## config.mk

```make
export PLATFORM = sky130hd
export DESIGN_NAME = coin_credit_accumulator_flat
export DESIGN_NICKNAME = d
export VERILOG_FILES = /design/src/rtl/coin_credit_accumulator_if.sv /design/src/rtl/coin_credit_accumulator.sv /design/src/flat_wrapper.sv
export SDC_FILE = /design/constraint.sdc
export NUM_CORES = 1
export LEC_CHECK = 0
export ABC_AREA = 1
export CAP_MARGIN = 20
export CORE_ASPECT_RATIO = 2
export CORE_MARGIN = 8
export CORE_UTILIZATION = 59
export DETAILED_ROUTE_END_ITERATION = 10
export HOLD_SLACK_MARGIN = 0.02
export PLACE_DENSITY = 0.84
export SYNTH_ARGS = -nofsm -noshare
export SYNTH_HDL_FRONTEND = slang
export SYNTH_SLANG_ARGS = --single-unit
```

## constraint.sdc

```tcl
create_clock -name clk -period 3.9 [get_ports clk]
set_input_delay 0.39 -clock clk [delete_from_list [all_inputs] [get_ports clk]]
set_output_delay 0.39 -clock clk [all_outputs]
set_load 0.02 [all_outputs]
```

## src/rtl/coin_credit_accumulator_if.sv

```systemverilog
// Coin/credit bundle between the customer front end and the vending stage.
// The master side drives coins and requests; the slave side returns credit.
interface coin_credit_accumulator_if #(
  parameter int W = 8
);
  logic         coin_valid;
  logic [1:0]   coin_code;
  logic         confirm;
  logic         cancel;
  logic         vend_ack;
  logic [W-1:0] money_inserted;
  logic         credit_valid;
  logic [W-1:0] credit;
  logic         coin_reject;
  logic         refund_valid;
  logic [W-1:0] refund_amount;

  modport master (
    output coin_valid, coin_code,
    output confirm, cancel, vend_ack,
    input  money_inserted, credit_valid,
    input  credit, coin_reject,
    input  refund_valid, refund_amount
  );

  modport slave (
    input  coin_valid, coin_code,
    input  confirm, cancel, vend_ack,
    output money_inserted, credit_valid,
    output credit, coin_reject,
    output refund_valid, refund_amount
  );
endinterface

```

## src/rtl/coin_credit_accumulator.sv

```systemverilog
// Coin credit accumulator: sums coins, offers credit downstream,
// refunds on cancel or inactivity timeout.
module coin_credit_accumulator #(
  parameter int W              = 8,
  parameter int MAX_CREDIT     = 200,
  parameter int TIMEOUT_CYCLES = 1000
) (
  input logic clk,
  input logic reset,
  coin_credit_accumulator_if.slave bus
);
  localparam int TW = $clog2(TIMEOUT_CYCLES) + 1;

  typedef enum logic [1:0] {
    IDLE, COLLECT, OFFER, REFUND
  } state_t;

  state_t       r_state, w_next;
  logic [W-1:0] r_credit, w_credit;
  logic [TW-1:0] r_timer, w_timer;
  logic         r_credit_valid;
  logic [W-1:0] r_money;
  logic         r_reject, w_reject;
  logic         r_refund_valid;
  logic [W-1:0] r_refund_amt;
  logic         w_accept;
  logic [W-1:0] w_val;
  logic [W:0]   w_sum;
  logic         w_fits, w_quiet, w_tmo;

  always_comb begin
    unique case (bus.coin_code)
      2'b00: w_val = W'(5);
      2'b01: w_val = W'(10);
      2'b10: w_val = W'(20);
      2'b11: w_val = W'(50);
    endcase
  end

  // Sum is one bit wider so an over-limit coin can't wrap.
  assign w_sum   = {1'b0, r_credit} + {1'b0, w_val};
  assign w_fits  = w_sum <= (W+1)'(MAX_CREDIT);
  assign w_quiet = !bus.coin_valid && !bus.confirm
                && !bus.cancel;
  assign w_tmo   = r_timer == TW'(TIMEOUT_CYCLES - 1);

  always_ff @(posedge clk or negedge reset) begin
    if (!reset) begin
      r_state        <= IDLE;
      r_credit       <= '0;
      r_timer        <= '0;
      r_credit_valid <= 1'b0;
      r_money        <= '0;
      r_reject       <= 1'b0;
      r_refund_valid <= 1'b0;
      r_refund_amt   <= '0;
    end else begin
      r_state        <= w_next;
      r_credit       <= w_credit;
      r_timer        <= w_timer;
      r_credit_valid <= w_next == OFFER;
      r_money        <= (w_next == OFFER) ? w_credit : '0;
      r_reject       <= w_reject;
      r_refund_valid <= w_next == REFUND;
      r_refund_amt   <= (w_next == REFUND) ? w_credit : '0;
    end
  end

  always_comb begin
    w_next = r_state;
    unique case (r_state)
      IDLE: begin
        if (bus.coin_valid && w_fits) w_next = COLLECT;
      end
      COLLECT: begin
        if (bus.cancel)
          w_next = REFUND;
        else if (bus.confirm && r_credit != '0)
          w_next = OFFER;
        else if (w_quiet && w_tmo)
          w_next = REFUND;
      end
      OFFER: begin
        if (bus.vend_ack)    w_next = IDLE;
        else if (bus.cancel) w_next = REFUND;
      end
      REFUND: w_next = IDLE;
    endcase
  end

  always_comb begin
    w_credit = r_credit;
    w_timer  = r_timer;
    w_accept = 1'b0;
    unique case (r_state)
      IDLE: begin
        if (bus.coin_valid && w_fits) begin
          w_accept = 1'b1;
          w_credit = w_sum[W-1:0];
          w_timer  = '0;
        end
      end
      COLLECT: begin
        if (!bus.cancel && !bus.confirm
            && bus.coin_valid && w_fits) begin
          w_accept = 1'b1;
          w_credit = w_sum[W-1:0];
          w_timer  = '0;
        end else if (w_quiet && !w_tmo) begin
          w_timer = r_timer + TW'(1);
        end
      end
      OFFER: begin
        if (bus.vend_ack) w_credit = '0;
      end
      REFUND: w_credit = '0;
    endcase
    w_reject = bus.coin_valid && !w_accept;
  end

  assign bus.money_inserted = r_money;
  assign bus.credit_valid   = r_credit_valid;
  assign bus.credit         = r_credit;
  assign bus.coin_reject    = r_reject;
  assign bus.refund_valid   = r_refund_valid;
  assign bus.refund_amount  = r_refund_amt;
endmodule

```

## src/flat_wrapper.sv

```systemverilog
// flat-port wrapper written by rule: the top's interface ports become plain ports
module coin_credit_accumulator_flat 
#(
  parameter int W              = 8,
  parameter int MAX_CREDIT     = 200,
  parameter int TIMEOUT_CYCLES = 1000
)
  (clk, reset, bus_coin_valid, bus_coin_code, bus_confirm, bus_cancel, bus_vend_ack, bus_money_inserted, bus_credit_valid, bus_credit, bus_coin_reject, bus_refund_valid, bus_refund_amount);
  coin_credit_accumulator_if #(.W(W)) bus_i ();
  input logic clk;
  input logic reset;
  input wire logic [$bits(bus_i.coin_valid)-1:0] bus_coin_valid;
  input wire logic [$bits(bus_i.coin_code)-1:0] bus_coin_code;
  input wire logic [$bits(bus_i.confirm)-1:0] bus_confirm;
  input wire logic [$bits(bus_i.cancel)-1:0] bus_cancel;
  input wire logic [$bits(bus_i.vend_ack)-1:0] bus_vend_ack;
  output wire logic [$bits(bus_i.money_inserted)-1:0] bus_money_inserted;
  output wire logic [$bits(bus_i.credit_valid)-1:0] bus_credit_valid;
  output wire logic [$bits(bus_i.credit)-1:0] bus_credit;
  output wire logic [$bits(bus_i.coin_reject)-1:0] bus_coin_reject;
  output wire logic [$bits(bus_i.refund_valid)-1:0] bus_refund_valid;
  output wire logic [$bits(bus_i.refund_amount)-1:0] bus_refund_amount;
  assign bus_i.coin_valid = bus_coin_valid;
  assign bus_i.coin_code = bus_coin_code;
  assign bus_i.confirm = bus_confirm;
  assign bus_i.cancel = bus_cancel;
  assign bus_i.vend_ack = bus_vend_ack;
  assign bus_money_inserted = bus_i.money_inserted;
  assign bus_credit_valid = bus_i.credit_valid;
  assign bus_credit = bus_i.credit;
  assign bus_coin_reject = bus_i.coin_reject;
  assign bus_refund_valid = bus_i.refund_valid;
  assign bus_refund_amount = bus_i.refund_amount;
  coin_credit_accumulator #(.W(W), .MAX_CREDIT(MAX_CREDIT), .TIMEOUT_CYCLES(TIMEOUT_CYCLES)) u_core (.clk(clk), .reset(reset), .bus(bus_i));
endmodule
```

==> impl_metrics.yaml, run 1 <==
run_status:
  outcome: "completed"
sta:
  setup-violations-final: 0
  rsz0062_at_grt: "false"
  setup_skew_ps: 4.89
  hold_viol_final: 0
  slew_headroom_pct: 42.4
  fin_crit_sh_pct: 83.0
  timing_worst_slew_pin_value_ps: 865
  setup_tns_ps: 0
  layout_min_cycle_time_ps: 3240
  clock.fmax_mhz: 309
  slew_violations: 0
setup_path:
  critical_path_buf_inv_count: 3
  path_cells: "clkdlybuf4s50_1 > nor2_1 > ha_1 > inv_1 > fa_1 > inv_1 > nand2_1 > nand2_1 > nand3_2 > nand2_1 > nand2_1 > nand2_2 > nor2_4 > nand2_4 > nand3_4 > nand2_1 > nand2_2 > nand2_1 > o21ai_2"
  crit_path_frequent_cell: "nand2_1"
  endpoint_kind: "flop"
  critical-path-slowest-cell: "clkdlybuf4s50_1"
  worstSetupPathType: "input port to flop"
  arrival_ps: 3400
  start_kind: "input port"
  largest_stage_delay_on_the_critical_path_ps: 480
  highest_net_fanout_along_the_worst_path: 22
  worst_ep_required_time_ps: 4070
  top_cell_family_by_delay_on_the_critical_path: "simple AND/OR/NAND/NOR gates"
placement:
  place.port_buffers: 34
  dpl_cell_area_um2: 2960
  hpwl_mm: 5.27
  post-place-cells: 426
  routabilityCongestion: 1.01
power_and_ir_drop:
  power.leakage_nw: 1.54
  p_total_w: 0.00195
  irDropWorstVdd_mv: 0.441
  pwr_per_cell_area_nw_per_um2: 637
synth:
  yosys-mux-area-fraction_pct: 0
  synth_xor_xnor_area_share_pct: 1.34
  proportion_of_synthesized_flip_flops_having_asynchronous_set_or_reset_pct: 100
  synth_top_family_by_area: "simple AND/OR/NAND/NOR gates"
  ys.warnings.count: 0
  ys_seq_elements: 40
  synth_edf_count: 0
  synth_compound_area_share_pct: 8.71
  synth.net_count: 362
  ys_dominant_reg_cell: "dfrtp_1"
  synth_seq_area_share_pct: 38.3
  synth_simple_gate_area_share_pct: 37.5
  synthAdderAreaFrac_pct: 4.12
  mapped_area_um2: 2610
  ys_types: 36
  synthesis.area_per_instance_um2: 7.55
  synth_cells: 346
clocking:
  clk_slew_on_worst_s_h_paths_ps: 70
  tritoncts: "done"
  clk-insertion-delay-late_ps: 290
  total_clock_sinks: 40
  clock_tree.buffer_depth: 2
  ctsHtreeMaxLevel: 2
  cts_buffers: 5
  post_cts.resized_instances: 0
  post-cts-setup-buffers: 0
  clock_tree.root_cell: "clkbuf_8"
  holdBufCountCts: 0
floorplanning:
  initial_core_util_pct: 60.8
  die_area_um2: 6950
  core.rowCount: 34
  top_level_ports: 35
  die_height_um: 110
  floorplan.die.width_um: 63.1
  core_um2: 4300
routing:
  postRouteWirelength_mm: 6.69
  routed_vias_inst: 5.47
  routed-via-count: 2376
  post-route-drc-count: 0
  drt.antenna.violating_nets: 0
  detailedRoute.firstIterationViolations: 148
  drt_first_pass_iters: 4
  wl_per_cell_um: 15.4
global_route:
  grt_max_degree: 41
  globalRoute.totalOverflow: 0
  global_route.usage.met2_pct: 40.7
  top_usage_layer: "met2"
  gr-usage-all-layers_pct: 20.4
  first_global_vias: 2535
  gr-usage-met3_pct: 2.83
  grt_antenna_before_repair: 0
  grt_use_met1_pct: 19.1
  grt_first_pass_wirelength_mm: 11.3
finish:
  multi_input_comb_area_um2: 1350
  drive_above_1_share_pct: 14.5
  number_of_cells_in_the_finished_layout_apart_from_fillers: 434
  insertedDiodeCount: 0
  synthToLayoutAreaGrowth_pct: 17.0
  final_nets: 395
  filler_cell_count: 380
  area_taken_by_flip_flops_and_latches_um2: 1000
  final_cell_area_um2: 3060
flow_run:
  maxCapViolCount: 0
min_path:
  hold_path.class: "input port to asynchronous set/reset pin"
cells in the final DEF, fill, tap and decap left out, drive strengths merged:
cell,instances
nor3,3
inv,50
a21oi,18
or2,5
nand4,20
fa,1
nor4,2
nand3b,3
ha,7
clkinvlp,2
xnor2,1
nand3,32
o21ai,14
clkinv,3
nor2,30
buf,2
and2,1
nand2,103
a22oi,1
clkdlybuf4s50,33
dfrtp,40
clkbuf,6
xor2,3
metal layers:
layer | part of all wire [%] | vias to the layer above
li1 | - | 1167
met4 | 3.8 | 0
met3 | 3.5 | 22
met1 | 35 | 1110
met2 | 57 | 77
met5 | 0 | -
area by class of cell:
type	instances	share of cell area, %
well taps	54	2.21
clock inverters	2	0.491
inverters	53	6.50
repair buffers	35	11.2
clock buffers	6	2.70
multi-input cells	244	44.2
flip-flops and latches	40	32.7
flip-flops by register name, indices dropped and copies added (netlist names):
| register | cells |
|---|---|
| u_core.bus.credit_valid | 1 |
| u_core.bus.coin_reject | 1 |
| u_core.bus.refund_valid | 1 |
| u_core.bus.money_inserted | 8 |
| u_core.r_timer | 11 |
| u_core.bus.refund_amount | 8 |
| u_core.r_state | 2 |
| u_core.bus.credit | 8 |
stage by stage:
stage / worst slack [ps] / util (%) / hold slack [ps]
2_1_floorplan: 1420 / - / 94.4
3_3_place_gp: 476 / 68.9 / 508
3_5_place_dp: 379 / 68.9 / 518
4_1_cts: 682 / 71.2 / 240
5_1_grt: 295 / 71.2 / 289
6_report: 665 / 71.2 / 205
worst paths after layout:
| path | from | to | slack, ps | cells after the start |
|---|---|---|---|---|
| setup / recovery | bus_coin_code[0] | u_core.r_timer[0]$_DFFE_PN0P_ | 660 | 19 |
| hold reg to reg | u_core.r_timer[9]$_DFFE_PN0P_ | u_core.r_timer[9]$_DFFE_PN0P_ | 550 | 2 |
| min in group clk | u_core.r_timer[9]$_DFFE_PN0P_ | u_core.r_timer[9]$_DFFE_PN0P_ | 550 | 2 |
| setup reg to reg | u_core.bus.credit[0]$_DFF_PN0_ | u_core.r_timer[0]$_DFFE_PN0P_ | 910 | 17 |
| hold / removal | reset | u_core.r_timer[5]$_DFFE_PN0P_ | 210 | 1 |
| max in group asynchronous | reset | u_core.bus.refund_amount[4]$_DFF_PN0_ | 3150 | 1 |
cell families after synthesis:
| group | Yosys count |
|---|---|
| simple gates | 199 |
| buf+inv | 62 |
| flops | 40 |
| compound gates | 33 |
| fa+ha+maj | 8 |
| xor+xnor | 4 |
power breakdown:
part / internal (W) / switching, W
clock: 0.000143 / 0.000145
sequential: 0.000504 / 0.0000846
combinational: 0.000362 / 0.000708
cells in the mapped netlist (3+ instances only):
library cell	n	area, um^2
nand3b_1	3	22.5
o21ai_2	11	96.3
nand2_2	17	106
nand2_1	85	319
clkinv_1	3	11.3
a21oi_1	15	75.1
ha_1	7	87.6
buf_6	3	33.8
nand4_1	19	119
inv_1	46	173
o21ai_0	3	15.0
clkbuf_1	3	11.3
dfrtp_1	40	1000
nand3_1	29	145
nor2_1	27	101
or2_1	4	25.0
inv_2	4	15.0
xor2_1	3	26.3
Note: power is estimated with default switching activity, not from simulation.
==> run 2, diff against run 1 <==
CORE_UTILIZATION = 55   (was 59)
PLACE_DENSITY = 0.79   (was 0.84)
clock period = 3 ns   (was 3.9 ns; I/O delays follow)
==> impl_metrics.yaml, run 2 (synthesized netlist as in run 1, its figures left out) <==
routing:
  detailedRoute.firstIterationViolations: 128
  drt_first_pass_iters: 4
  post-route-drc-count: 0
  drt.antenna.violating_nets: 0
  postRouteWirelength_mm: 7.36
  routed-via-count: 2504
  wl_per_cell_um: 16.2
  routed_vias_inst: 5.52
clocking:
  clk_slew_on_worst_s_h_paths_ps: 70
  post_cts.resized_instances: 0
  post-cts-setup-buffers: 0
  cts_buffers: 5
  clk-insertion-delay-late_ps: 290
  clock_tree.root_cell: "clkbuf_8"
  clock_tree.buffer_depth: 2
  tritoncts: "done"
  ctsHtreeMaxLevel: 2
  total_clock_sinks: 40
  holdBufCountCts: 0
setup_path:
  crit-reg2reg-capture: "u_core.r_timer[9]$_DFFE_PN0P_"
  reg2reg_from: "u_core.bus.credit[0]$_DFF_PN0_"
  timing.critical_path.from: "bus_coin_code[0]"
  start_kind: "input port"
  top_cell_family_by_delay_on_the_critical_path: "simple AND/OR/NAND/NOR gates"
  critical_path_buf_inv_count: 4
  crit_cells: 20
  critical-path-slowest-cell: "clkdlybuf4s50_1"
  highest_net_fanout_along_the_worst_path: 18
  worstSetupPathType: "input port to flop"
  largest_stage_delay_on_the_critical_path_ps: 420
  worst_ep_required_time_ps: 3180
  endpoint_kind: "flop"
  endpoint: "u_core.r_timer[9]$_DFFE_PN0P_"
  crit_path_frequent_cell: "nand2_1"
  rr_worst_depth: 18
  arrival_ps: 2950
  reg2reg_slack_ps: 290
  path_cells: "clkdlybuf4s50_1 > nor2_1 > ha_1 > inv_1 > fa_1 > inv_1 > nand2_1 > nand2_1 > nand3_2 > nand2_1 > nand2_1 > nand2_2 > nor2_4 > nand2_4 > nand3_4 > nand2_1 > nand2_2 > buf_12 > nand2_2 > o21ai_2"
power_and_ir_drop:
  power.leakage_nw: 1.65
  pwr_per_cell_area_nw_per_um2: 846
  irDropWorstVdd_mv: 0.564
floorplanning:
  core.rowCount: 35
  die_height_um: 113
  die_area_um2: 7350
  floorplan.die.width_um: 64.7
  initial_core_util_pct: 56.8
  core_um2: 4600
  top_level_ports: 35
finish:
  insertedDiodeCount: 0
  leading_cell_type_in_the_layout_fill_and_taps_excluded: "nand2_1"
  filler_cell_count: 381
  layout_common_cells: "nand2_1, inv_1, dfrtp_1"
  largest_reg_flops: 11
  synthToLayoutAreaGrowth_pct: 24.0
  drive_above_1_share_pct: 18.5
  regMostFlops: "u_core.r_timer"
  finalCoreUtilization_pct: 70.5
  final_nets: 414
flow_run:
  maxCapViolCount: 0
sta:
  rsz0062_at_grt: "false"
  hold_viol_final: 0
  clock.fmax_mhz: 361
  setup_skew_ps: 7.10
  fin_crit_sh_pct: 92.2
  slew_violations: 0
  setup_tns_ps: 0
  timing_worst_slew_pin_value_ps: 861
  layout_min_cycle_time_ps: 2770
  setup-violations-final: 0
  slew_headroom_pct: 42.6
global_route:
  gr-usage-all-layers_pct: 20.9
  grt_max_degree: 41
  first_global_vias: 2606
  grt_first_pass_wirelength_mm: 12.1
  grt_antenna_before_repair: 0
  globalRoute.totalOverflow: 0
placement:
  routabilityCongestion: 0.976
  hpwl_mm: 5.69
  place.port_buffers: 34
min_path:
  hold_path.class: "input port to asynchronous set/reset pin"
run_status:
  outcome: "completed"
-- run 2: changes by cell type in the layout (fill, tap and decap cells not counted) --
| cell | before | now |
|---|---|---|
| clkinv_4 | 0 | 1 |
| buf_12 | 0 | 1 |
| bufinv_16 | 0 | 1 |
| buf_4 | 1 | 18 |
| clkinvlp_4 | 2 | 0 |
| nand3_2 | 1 | 2 |
-- run 2: routing by layer --
metal	up-vias	wire length, um	global-route usage (%)
met5	-	0	0
met4	0	327	13.3
met2	78	4190	39.4
li1	1215	-	-
met3	25	239	3.83
met1	1186	2600	19.4
-- run 2: report_power, final --
part / internal (W) / switching (W)
Sequential: 0.000656 / 0.000110
Clock: 0.000272 / 0.000193
Combinational: 0.000555 / 0.000957
Total: 0.00148 / 0.00126
-- run 2: through the flow --
step	cells	setup slack, ps	hold WS (ps)	total power [W]	area (um^2)
after floorplan	346	525	4.41	0.00173	2610
after global placement	441	22.2	446	0.00225	3080
after detailed placement	441	-77.1	462	0.00227	3080
after CTS	449	230	144	0.00274	3200
after global routing	454	2.94	197	0.00293	3240
final	454	234	114	0.00274	3240
-- run 2: how the worst min path moves through the flow --
stage / start / end / cells after the start
after detailed placement: reset / u_core.r_timer[2]$_DFFE_PN0P_ / 1
after global placement: reset / u_core.r_timer[1]$_DFFE_PN0P_ / 1
after floorplan: reset / u_core.bus.coin_reject$_DFF_PN0_ / 0
after global routing: reset / u_core.r_timer[5]$_DFFE_PN0P_ / 1
final: reset / u_core.r_timer[2]$_DFFE_PN0P_ / 1
after CTS: reset / u_core.r_timer[4]$_DFFE_PN0P_ / 1
-- run 2: final cells by class --
class	count	area [um^2]	share of cell area (%)
clock inverter	2	38.8	1.20
inverter	53	199	6.14
clock buffer	6	82.6	2.55
timing repair buffer	53	490	15.1
sequential	40	1000	30.9
multi-input combinational	245	1360	42.0
tap	55	68.8	2.12
